--- src/rtl/demux_pkg.sv ---
// Shared definitions for the 1-to-4 buffered demultiplexer and its channel slots.
package demux_pkg;

    localparam int DATA_W_DEF = 4;
    localparam int N_CH       = 4;
    localparam int SEL_W      = 2;

    typedef enum logic {
        CH_EMPTY = 1'b0,
        CH_FULL  = 1'b1
    } ch_state_e;

endpackage : demux_pkg

--- src/rtl/demux_slot.sv ---
// One-entry channel buffer: loads a routed word, drains to its consumer, otherwise holds.
//
//   state    | meaning
//   ---------+--------------------------------------------------
//   CH_EMPTY | no word held; out_valid=0, out_data keeps last word
//   CH_FULL  | word held; out_valid=1 until the consumer takes it
module demux_slot
    import demux_pkg::*;
#(
    parameter int DATA_W = DATA_W_DEF
) (
    input  logic              clk,
    input  logic              rst_n,
    input  logic              load,
    input  logic [DATA_W-1:0] load_data,
    input  logic              out_ready,
    output logic              out_valid,
    output logic [DATA_W-1:0] out_data
);

    ch_state_e state_q;
    ch_state_e state_d;

    always_ff @(posedge clk or negedge rst_n) begin
        if (!rst_n) begin
            state_q <= CH_EMPTY;
        end else begin
            state_q <= state_d;
        end
    end

    // A load while full only happens when the consumer drains the same cycle,
    // so load always wins and the slot stays full without a bubble.
    always_comb begin
        state_d = state_q;
        case (state_q)
            CH_EMPTY: begin
                if (load) begin
                    state_d = CH_FULL;
                end
            end
            CH_FULL: begin
                if (load) begin
                    state_d = CH_FULL;
                end else if (out_ready) begin
                    state_d = CH_EMPTY;
                end
            end
            default: state_d = CH_EMPTY;
        endcase
    end

    always_ff @(posedge clk or negedge rst_n) begin
        if (!rst_n) begin
            out_data <= '0;
        end else if (load) begin
            out_data <= load_data;
        end
    end

    assign out_valid = (state_q == CH_FULL);

endmodule : demux_slot

--- src/rtl/demux1_4_buf.sv ---
// 1-to-4 demultiplexer with a one-word buffer per channel and an accepted-word counter.
module demux1_4_buf
    import demux_pkg::*;
#(
    parameter int DATA_W = DATA_W_DEF,
    parameter int CNT_W  = 8
) (
    input  logic              clk,
    input  logic              rst_n,
    input  logic [DATA_W-1:0] in_data,
    input  logic [SEL_W-1:0]  in_sel,
    input  logic              in_valid,
    output logic              in_ready,
    output logic [DATA_W-1:0] out_data0,
    output logic [DATA_W-1:0] out_data1,
    output logic [DATA_W-1:0] out_data2,
    output logic [DATA_W-1:0] out_data3,
    output logic [N_CH-1:0]   out_valid,
    input  logic [N_CH-1:0]   out_ready,
    output logic [CNT_W-1:0]  xfer_count
);

    logic              accept;
    logic [N_CH-1:0]   load;
    logic [DATA_W-1:0] slot_data [N_CH];
    logic [CNT_W-1:0]  xfer_q;

    // Targeted slot can take a word if empty or draining this cycle.
    assign in_ready = !out_valid[in_sel] || out_ready[in_sel];
    assign accept   = in_valid && in_ready;

    for (genvar k = 0; k < N_CH; k++) begin : g_slot
        assign load[k] = accept && (in_sel == SEL_W'(k));

        demux_slot #(
            .DATA_W (DATA_W)
        ) u_slot (
            .clk       (clk),
            .rst_n     (rst_n),
            .load      (load[k]),
            .load_data (in_data),
            .out_ready (out_ready[k]),
            .out_valid (out_valid[k]),
            .out_data  (slot_data[k])
        );
    end

    assign out_data0 = slot_data[0];
    assign out_data1 = slot_data[1];
    assign out_data2 = slot_data[2];
    assign out_data3 = slot_data[3];

    always_ff @(posedge clk or negedge rst_n) begin
        if (!rst_n) begin
            xfer_q <= '0;
        end else if (accept) begin
            xfer_q <= xfer_q + CNT_W'(1);
        end
    end

    assign xfer_count = xfer_q;

endmodule : demux1_4_buf

--- config.mk ---
export PLATFORM = sky130hd
export DESIGN_NAME = demux1_4_buf
export DESIGN_NICKNAME = d
export VERILOG_FILES = /design/src/rtl/demux_pkg.sv /design/src/rtl/demux_slot.sv /design/src/rtl/demux1_4_buf.sv
export SDC_FILE = /design/constraint.sdc
export NUM_CORES = 1
export LEC_CHECK = 0
export ABC_AREA = 1
export CAP_MARGIN = 25
export CORE_MARGIN = 5
export CORE_UTILIZATION = 45
export CTS_BUF_LIST = sky130_fd_sc_hd__clkbuf_2
export DETAILED_ROUTE_END_ITERATION = 16
export PLACE_DENSITY = 0.77
export SLEW_MARGIN = 0
export SYNTH_ARGS = -nofsm -noshare
export SYNTH_HDL_FRONTEND = slang
export SYNTH_SLANG_ARGS = --single-unit
--- constraint.sdc ---
create_clock -name clk -period 2.47 [get_ports clk]
set_input_delay 0.6175 -clock clk [delete_from_list [all_inputs] [get_ports clk]]
set_output_delay 0.6175 -clock clk [all_outputs]
set_load 0.005 [all_outputs]
==> run metrics, run 1 <==
outcome finished clean; fin cells 260; CP startpoint kind input pin; wire per inst 13.4 um; Detail Route Antenna Nets 0; final worst-path cycle share 94.4%; CTS sink count 28; Seq/Total Area, Yosys 50.1%; slew margin rel. 76.8%; endpoints failing hold 0; Area Overhead vs Synth 37.8%; Via Count 1,299; # setup viols final 0; Yosys reg bits 28; fill count 275; most frequent cell after synthesis nand2_1; Reg clk slew, reported paths 0.25 ns; skew final 0.0105 ns; Endpoint, Worst Hold g_slot[2].u_slot.out_data[1]; # diodes 0; Distinct cells, synth 21; post-DP HPWL 2610 um; setup bufs post-CTS 0; Inst Count DP 256; CTS Buffer Depth 2; CP Data Arrival Time 1.71 ns; DR DRC count 0; first-pass GRT wire length 5960 um; FMAX 429 MHz; Max Cap Violations 0; worst hold start g_slot[2].u_slot.out_data[1]; top cells by count, synth 67 x nand2_1, 28 x dfrtp_1, 17 x nand4_1; CTS Root Cell clkbuf_2; vias in the first global route 1,334; min-delay worst type register to register; Slew Limit Fails 0; Die Span Y 65.7 um; Iteration-0 DRC Markers 72; Leakage 0.967 nW; initial core utilization 46.2%; post-synth top area share 50.1%; row count 20; Clock Latency Late Sink 0.36 ns; routability congestion estimate from global placement 0.849; cell count after synthesis 169; largest net degree at the start of global routing 29; WHS 0.511 ns; Reg-to-Reg End g_slot[2].u_slot.out_data[0]; worst slew pin tran 0.348 ns; core area 3030 um^2; First-pass DRT Iterations 4; CTS tree yes; Critical Setup Path Class input pin to output port; PortBufs 41; Post-synth EDFFs 0; area of the multi-input gates 581 um^2; syn nets 183; pwr dens 718 nW/um^2; Synth Cell Area 1400 um^2; nets 231; Critical Path End Type output port; FF/Latch Area 701 um^2; total wire length 3490 um; number of cells on the worst reg-to-reg path 9; TritonCTS Buffers 3; IO Pins 42; syn_area_per_cell 8.27 um^2; post-DR vias/cell 5.00; ys flop type dfrtp_1; yosys warns 0; Synth area leader dfrtp_1; top cells by area, synth dfrtp_1 50%, nand2_1 18%, nand4_1 7.6%; Die W 65.7 um; worst-path fanout max 6; Global Route Usage Sum 17.7%; peak supply drop 0.426 mV; initial antenna violation count 0; CP required 1.85 ns; layout cell share with drive strength beyond 1 10.6%; fin crit period 2.33 ns; Core Util, Final 63.6%; grt ovf 0; Hold Path Cell Cnt 2; worst reg2reg startpoint g_slot[3].u_slot.out_valid; Synth async-reset ratio 100%; htree depth 1; die area 4320 um^2; R2R Setup Slk 0.89 ns; RSZ-0062 raised after global routing false
[flip-flops by register name, summed over array words and instances, names as in the netlist]
signal / cells
g_slot.u_slot.out_data: 16
g_slot.u_slot.out_valid: 4
xfer_count: 8
[worst max-delay path by stage]
stage | endpoint | from | slack, ns | depth (start not counted)
after floorplan | in_ready | in_sel[0] | 0.52 | 7
after global placement | in_ready | in_sel[0] | -0.21 | 8
after detailed placement | in_ready | in_sel[1] | -0.29 | 7
after CTS | in_ready | in_sel[1] | 0.14 | 7
after global routing | in_ready | in_sel[1] | 0.06 | 7
final | in_ready | in_sel[1] | 0.14 | 7
[worst max-delay path, cell delays in order]
cell,delay [ns]
dlygate4sd2_1,0.38
inv_2,0.08
nand3_1,0.07
nand2_1,0.07
nor2_2,0.16
nand2_4,0.07
dlygate4sd2_1,0.26
[cells by family after synthesis]
family                   count (synthesis)  synth area share [%]
AND/OR/NAND/NOR                        108                  36.0
flip-flops                              28                  50.1
buffers and inverters                   22                  8.33
AO/OA/AOI/OAI                            6                  2.15
XOR/XNOR                                 4                  2.51
adder cells (fa/ha/maj)                  1                 0.895
[stage by stage]
step / worst slack (ns) / setup TNS (ns) / instance area, um^2 / total power [mW]
finish: 0.138 / 0 / 1930 / 1.38
global route: 0.0580 / 0 / 1930 / 1.48
CTS: 0.144 / 0 / 1930 / 1.40
detailed placement: -0.285 / -0.285 / 1880 / 1.12
global placement: -0.210 / -0.210 / 1880 / 1.10
floorplan: 0.524 / 0 / 1400 / 0.835
[routing by layer]
layer  vias up  wire, um  track usage (%)
met3         6       145             2.56
met2        36      1810             30.5
met4         0        51             8.29
met5         -         0                0
met1       614      1480             21.5
li1        643         -                -
[area by class of cell]
cell class / instances / share of cell area (%)
timing repair buffer: 53 / 25.9
multi-input combinational: 119 / 30.1
clock buffer: 3 / 0.780
sequential: 28 / 36.4
inverter: 12 / 2.34
tap: 44 / 2.86
clock inverter: 1 / 1.56
[layout by cell type, fill, tap and decap left out, drive strengths merged]
| master | instances |
|---|---|
| nand3b | 2 |
| buf | 12 |
| bufinv | 1 |
| ha | 1 |
| o21ai | 6 |
| inv | 12 |
| nand2 | 69 |
| xnor2 | 2 |
| nand3 | 14 |
| dlygate4sd2 | 4 |
| nor2 | 6 |
| dfrtp | 28 |
| clkbuf | 3 |
| clkdlybuf4s50 | 37 |
| nand4 | 17 |
| xor2 | 2 |
[report_power, final]
group	internal, mW	switching (mW)	leakage, nW	total [mW]
combinational	0.273	0.194	0.583	0.466
clock	0.139	0.136	0.0266	0.276
sequential	0.556	0.0846	0.357	0.640
[repair_timing]
item,4_1_cts,5_1_grt
gates resized for setup,5,0
setup endpoints to repair,1,0
hold buffers,0,0
(Power assumes the default switching activity.)
==> run 2: changes to the inputs <==
--- a/config.mk
+++ b/config.mk
@@ -12,6 +12,7 @@
 export CTS_BUF_LIST = sky130_fd_sc_hd__clkbuf_2
 export DETAILED_ROUTE_END_ITERATION = 16
 export PLACE_DENSITY = 0.77
+export RECOVER_POWER = 50
 export SLEW_MARGIN = 0
 export SYNTH_ARGS = -nofsm -noshare
 export SYNTH_HDL_FRONTEND = slang
==> run metrics, run 2 (same netlist as run 1, synthesis figures left out) <==
Slew Limit Fails 0; peak supply drop 0.422 mV; Clock Latency Late Sink 0.36 ns; Post-DP Area 1880 um^2; core area 3030 um^2; Final WS setup 0.137 ns; CP required 1.85 ns; number of cells on the worst reg-to-reg path 8; post-DP HPWL 2610 um; nets 231; Critical Setup Path Class input pin to output port; CTS tree yes; CTS Buffer Depth 2; skew final 0.00974 ns; Biggest register g_slot.u_slot.out_data; outcome finished clean; most frequent cells in the layout 68 x nand2_1, 36 x clkdlybuf4s50_1, 28 x dfrtp_1; final worst-path cycle share 94.5%; min-delay worst type register to register; Post-Place Setup Slack -0.285 ns; Hold Path Cell Cnt 2; initial antenna violation count 0; first-pass GRT wire length 5960 um; setup bufs post-CTS 0; RSZ-0062 raised after global routing false; FMAX 429 MHz; Reg-to-Reg End xfer_count[2]; Die W 65.7 um; Worst Setup SP in_sel[1]; Max Cap Violations 0; worst hold start g_slot[2].u_slot.out_data[1]; post-cts sizing count 5; Inst Count DP 256; post-DR vias/cell 5.01; worst reg2reg startpoint g_slot[3].u_slot.out_valid; Endpoint, Worst Hold g_slot[2].u_slot.out_data[1]; slew margin rel. 3.50%; Via Count 1,302; worst slew pin tran 1.45 ns; largest net degree at the start of global routing 29; # diodes 0; Flop pwr share 46.6%; htree depth 1; vias in the first global route 1,334; CP Data Arrival Time 1.72 ns; Leakage 0.960 nW; Iteration-0 DRC Markers 72; max FFs per register 16; total wire length 3490 um; grt ovf 0; # hold bufs at CTS 0; pwr dens 720 nW/um^2; Reg clk slew, reported paths 0.25 ns; Final Instance Area 1910 um^2; R2R Setup Slk 0.59 ns; CP startpoint kind input pin; initial core utilization 46.2%; routability congestion estimate from global placement 0.849; CTS Root Cell clkbuf_2; endpoints failing hold 0; commonest non-fill, non-tap cell in the layout nand2_1; Die Span Y 65.7 um; TritonCTS Buffers 3; Int Pwr 0.963 mW; Comb pwr share 33.4%; IO Pins 42; Global Route Usage Sum 17.7%; Psw 0.410 mW; Core Util, Final 63.0%; layout cell share with drive strength beyond 1 9.26%; CTS sink count 28; Detail Route Antenna Nets 0; fin cells 260; row count 20; Clock Power Share 20.0%; Area Overhead vs Synth 36.4%; die area 4320 um^2; Sw Ratio 29.9%; DR DRC count 0; First-pass DRT Iterations 4; fin crit period 2.33 ns; worst-path fanout max 6; # setup viols final 0; PortBufs 41; wire per inst 13.4 um; Critical Path End Type output port
-- run 2: cell types whose count changed in the layout (fill, tap and decap cells not counted), sizes merged --
cell / delta
buf: -2
clkbuf: +2
clkdlybuf4s50: -1
dlygate4sd3: +1
-- run 2: power by group through the flow --
stage | logic, mW | clock network [mW] | registers (mW)
final | 0.459 | 0.274 | 0.640
after global routing | 0.506 | 0.303 | 0.659
after CTS | 0.475 | 0.282 | 0.641
after detailed placement | 0.472 | 0 | 0.649
after global placement | 0.456 | 0 | 0.644
after floorplan | 0.189 | 0 | 0.646
-- run 2: area by class of cell --
class                   count  area (um^2)
clock inverters             1         30.0
well taps                  44         55.1
multi-input cells         119          568
repair buffers             53          493
inverters                  12         45.0
clock buffers               3         15.0
flip-flops and latches     28          701
fillers                   280         1120
-- run 2: through the flow --
| step | hold slack (ns) | setup TNS (ns) | power (mW) |
|---|---|---|---|
| after floorplan | 0.322 | 0 | 0.835 |
| after global placement | 0.455 | -0.210 | 1.10 |
| after detailed placement | 0.463 | -0.285 | 1.12 |
| after CTS | 0.516 | 0 | 1.40 |
| after global routing | 0.506 | 0 | 1.47 |
| final | 0.512 | 0 | 1.37 |
-- run 2: worst max path at each step --
stage	cells after the start	end	slack [ns]
after detailed placement	7	in_ready	-0.29
after CTS	7	in_ready	0.14
after global routing	7	in_ready	0.06
final	7	in_ready	0.14
after global placement	8	in_ready	-0.21
after floorplan	7	in_ready	0.52
-- run 2: per-layer routing --
layer	vias up	global-route usage (%)	routed length, um	share of wire [%]
met5	-	0	0	0
met3	6	2.56	155	4.4
li1	641	-	-	-
met4	0	8.29	51	1.5
met2	38	30.5	1820	52
met1	617	21.5	1460	42
-- run 2: worst max-delay path, stage by stage --
cell and delay [ns]:
dlygate4sd2_1 0.38, inv_2 0.08, nand3_1 0.07, nand2_1 0.07
nor2_2 0.16, nand2_4 0.07, dlygate4sd2_1 0.26
==> run 3: changes to the inputs <==
--- a/config.mk
+++ b/config.mk
@@ -6,11 +6,11 @@
 export NUM_CORES = 1
 export LEC_CHECK = 0
 export ABC_AREA = 1
-export CAP_MARGIN = 25
 export CORE_MARGIN = 5
 export CORE_UTILIZATION = 45
 export CTS_BUF_LIST = sky130_fd_sc_hd__clkbuf_2
 export DETAILED_ROUTE_END_ITERATION = 16
+export GPL_TIMING_DRIVEN = 0
 export PLACE_DENSITY = 0.77
 export RECOVER_POWER = 50
 export SLEW_MARGIN = 0
==> run metrics, run 3 (same netlist as run 1, synthesis figures left out) <==
post-DR vias/cell 4.79; die area 4320 um^2; number of cells on the worst reg-to-reg path 8; DR DRC count 0; PortBufs 39; endpoints failing hold 0; most frequent cells in the layout 68 x nand2_1, 36 x clkdlybuf4s50_1, 28 x dfrtp_1; worst hold start g_slot[1].u_slot.out_data[2]; WHS 0.509 ns; Via Count 1,232; Final TNS setup 0 ns; CP startpoint kind input pin; slew margin rel. 1.45%; outcome finished clean; first-pass GRT wire length 5670 um; slowest CP cell clkdlybuf4s50_1; FMAX 414 MHz; commonest non-fill, non-tap cell in the layout nand2_1; First-pass DRT Iterations 4; wire per inst 12.9 um; Reg-to-Reg End xfer_count[2]; final worst-path cycle share 97.8%; initial core utilization 46.2%; Post-Place Setup Slack -0.541 ns; Area Overhead vs Synth 33.6%; CP required 1.85 ns; R2R Setup Slk 0.80 ns; CTS sink count 28; Pwr Total 1.36 mW; IO Pins 42; Die Span Y 65.7 um; Biggest register g_slot.u_slot.out_data; Critical Setup Path Class input pin to output port; Final Instance Area 1870 um^2; # diodes 0; # hold bufs at CTS 0; CP Data Arrival Time 1.80 ns; fin cells 257; nets 228; worst-path fanout max 10; worst slew pin tran 1.48 ns; initial antenna violation count 0; Worst Setup SP out_ready[1]; Core Util, Final 61.7%; Global Route Usage Sum 16.6%; CTS Buffer Depth 2; TritonCTS Buffers 3; Iteration-0 DRC Markers 44; post-DP HPWL 2510 um; core area 3030 um^2; peak supply drop 0.396 mV; max FFs per register 16; row count 20; RSZ-0062 raised after global routing false; Die W 65.7 um; min-delay worst type register to register; CTS Root Cell clkbuf_2; worst-path cell chain clkdlybuf4s50_1 -> nand3_1 -> nand2_1 -> nor2_2 -> nand2_4 -> buf_6 -> dlygate4sd2_1; routability congestion estimate from global placement 0.896; skew final 0.0143 ns; # setup viols final 0; grt ovf 0; largest net degree at the start of global routing 29; Reg clk slew, reported paths 0.25 ns; CTS tree yes; fin crit period 2.42 ns; Slew Limit Fails 0; Crit path max-delay family buffers and inverters; worst reg2reg startpoint g_slot[0].u_slot.out_valid; layout cell share with drive strength beyond 1 7.98%; Clock Latency Late Sink 0.35 ns; Endpoint, Worst Hold g_slot[1].u_slot.out_data[2]; Max Cap Violations 0; Post-DP Area 1840 um^2; htree depth 1; pwr dens 731 nW/um^2; Leakage 0.933 nW; Critical Path End Type output port; CP max stage delay 0.42 ns; Hold Path Cell Cnt 2; total wire length 3310 um; vias in the first global route 1,230; Inst Count DP 252; Final WS setup 0.0541 ns; Detail Route Antenna Nets 0; Bufs and invs on worst path 3
run 3: layer usage:
layer / up-vias / track usage, % / share of wire [%] / wire length [um]
met5: - / 0 / 0 / 0
met2: 21 / 28.5 / 50 / 1640
met3: 2 / 1.88 / 2.3 / 76
met1: 570 / 21.8 / 47 / 1560
li1: 639 / - / - / -
met4: 0 / 4.66 / 0.85 / 28
run 3: layout make-up:
class,count,area (um^2)
timing repair buffer,40,382
clock inverter,1,30.0
tap,44,55.1
multi-input combinational,119,568
sequential,28,701
fill,277,1160
clock buffer,3,15.0
inverter,12,45.0
buffer,10,71.3
run 3: worst max path at each step:
stage,end,slack (ns),cells past startpoint
finish,in_ready,0.05,7
global route,in_ready,0.02,7
CTS,in_ready,0.04,7
detailed placement,in_ready,-0.54,8
global placement,in_ready,-0.51,8
floorplan,in_ready,0.52,7
run 3: worst reg2reg max path, delay by kind of cell (launching register included):
family | cells | cell delay [ns]
buffers and inverters | 1 | 0.32
AO/OA/AOI/OAI | 1 | 0.23
AND/OR/NAND/NOR | 6 | 0.61
flip-flops | 1 | 0.46
run 3: timing repair:
action | CTS | global route
gates resized for setup | 2 | 2
buffers inserted | 1 | 0
pin swaps | 1 | 1
endpoints found under the setup margin | 1 | 1
gates cloned | 0 | 0
run 3: report_power, final:
part	total (mW)	leakage [nW]	internal (mW)	switching, mW
sequential	0.637	0.357	0.556	0.0814
clock	0.272	0.0266	0.139	0.132
combinational	0.456	0.549	0.268	0.188
total	1.36	0.933	0.963	0.402
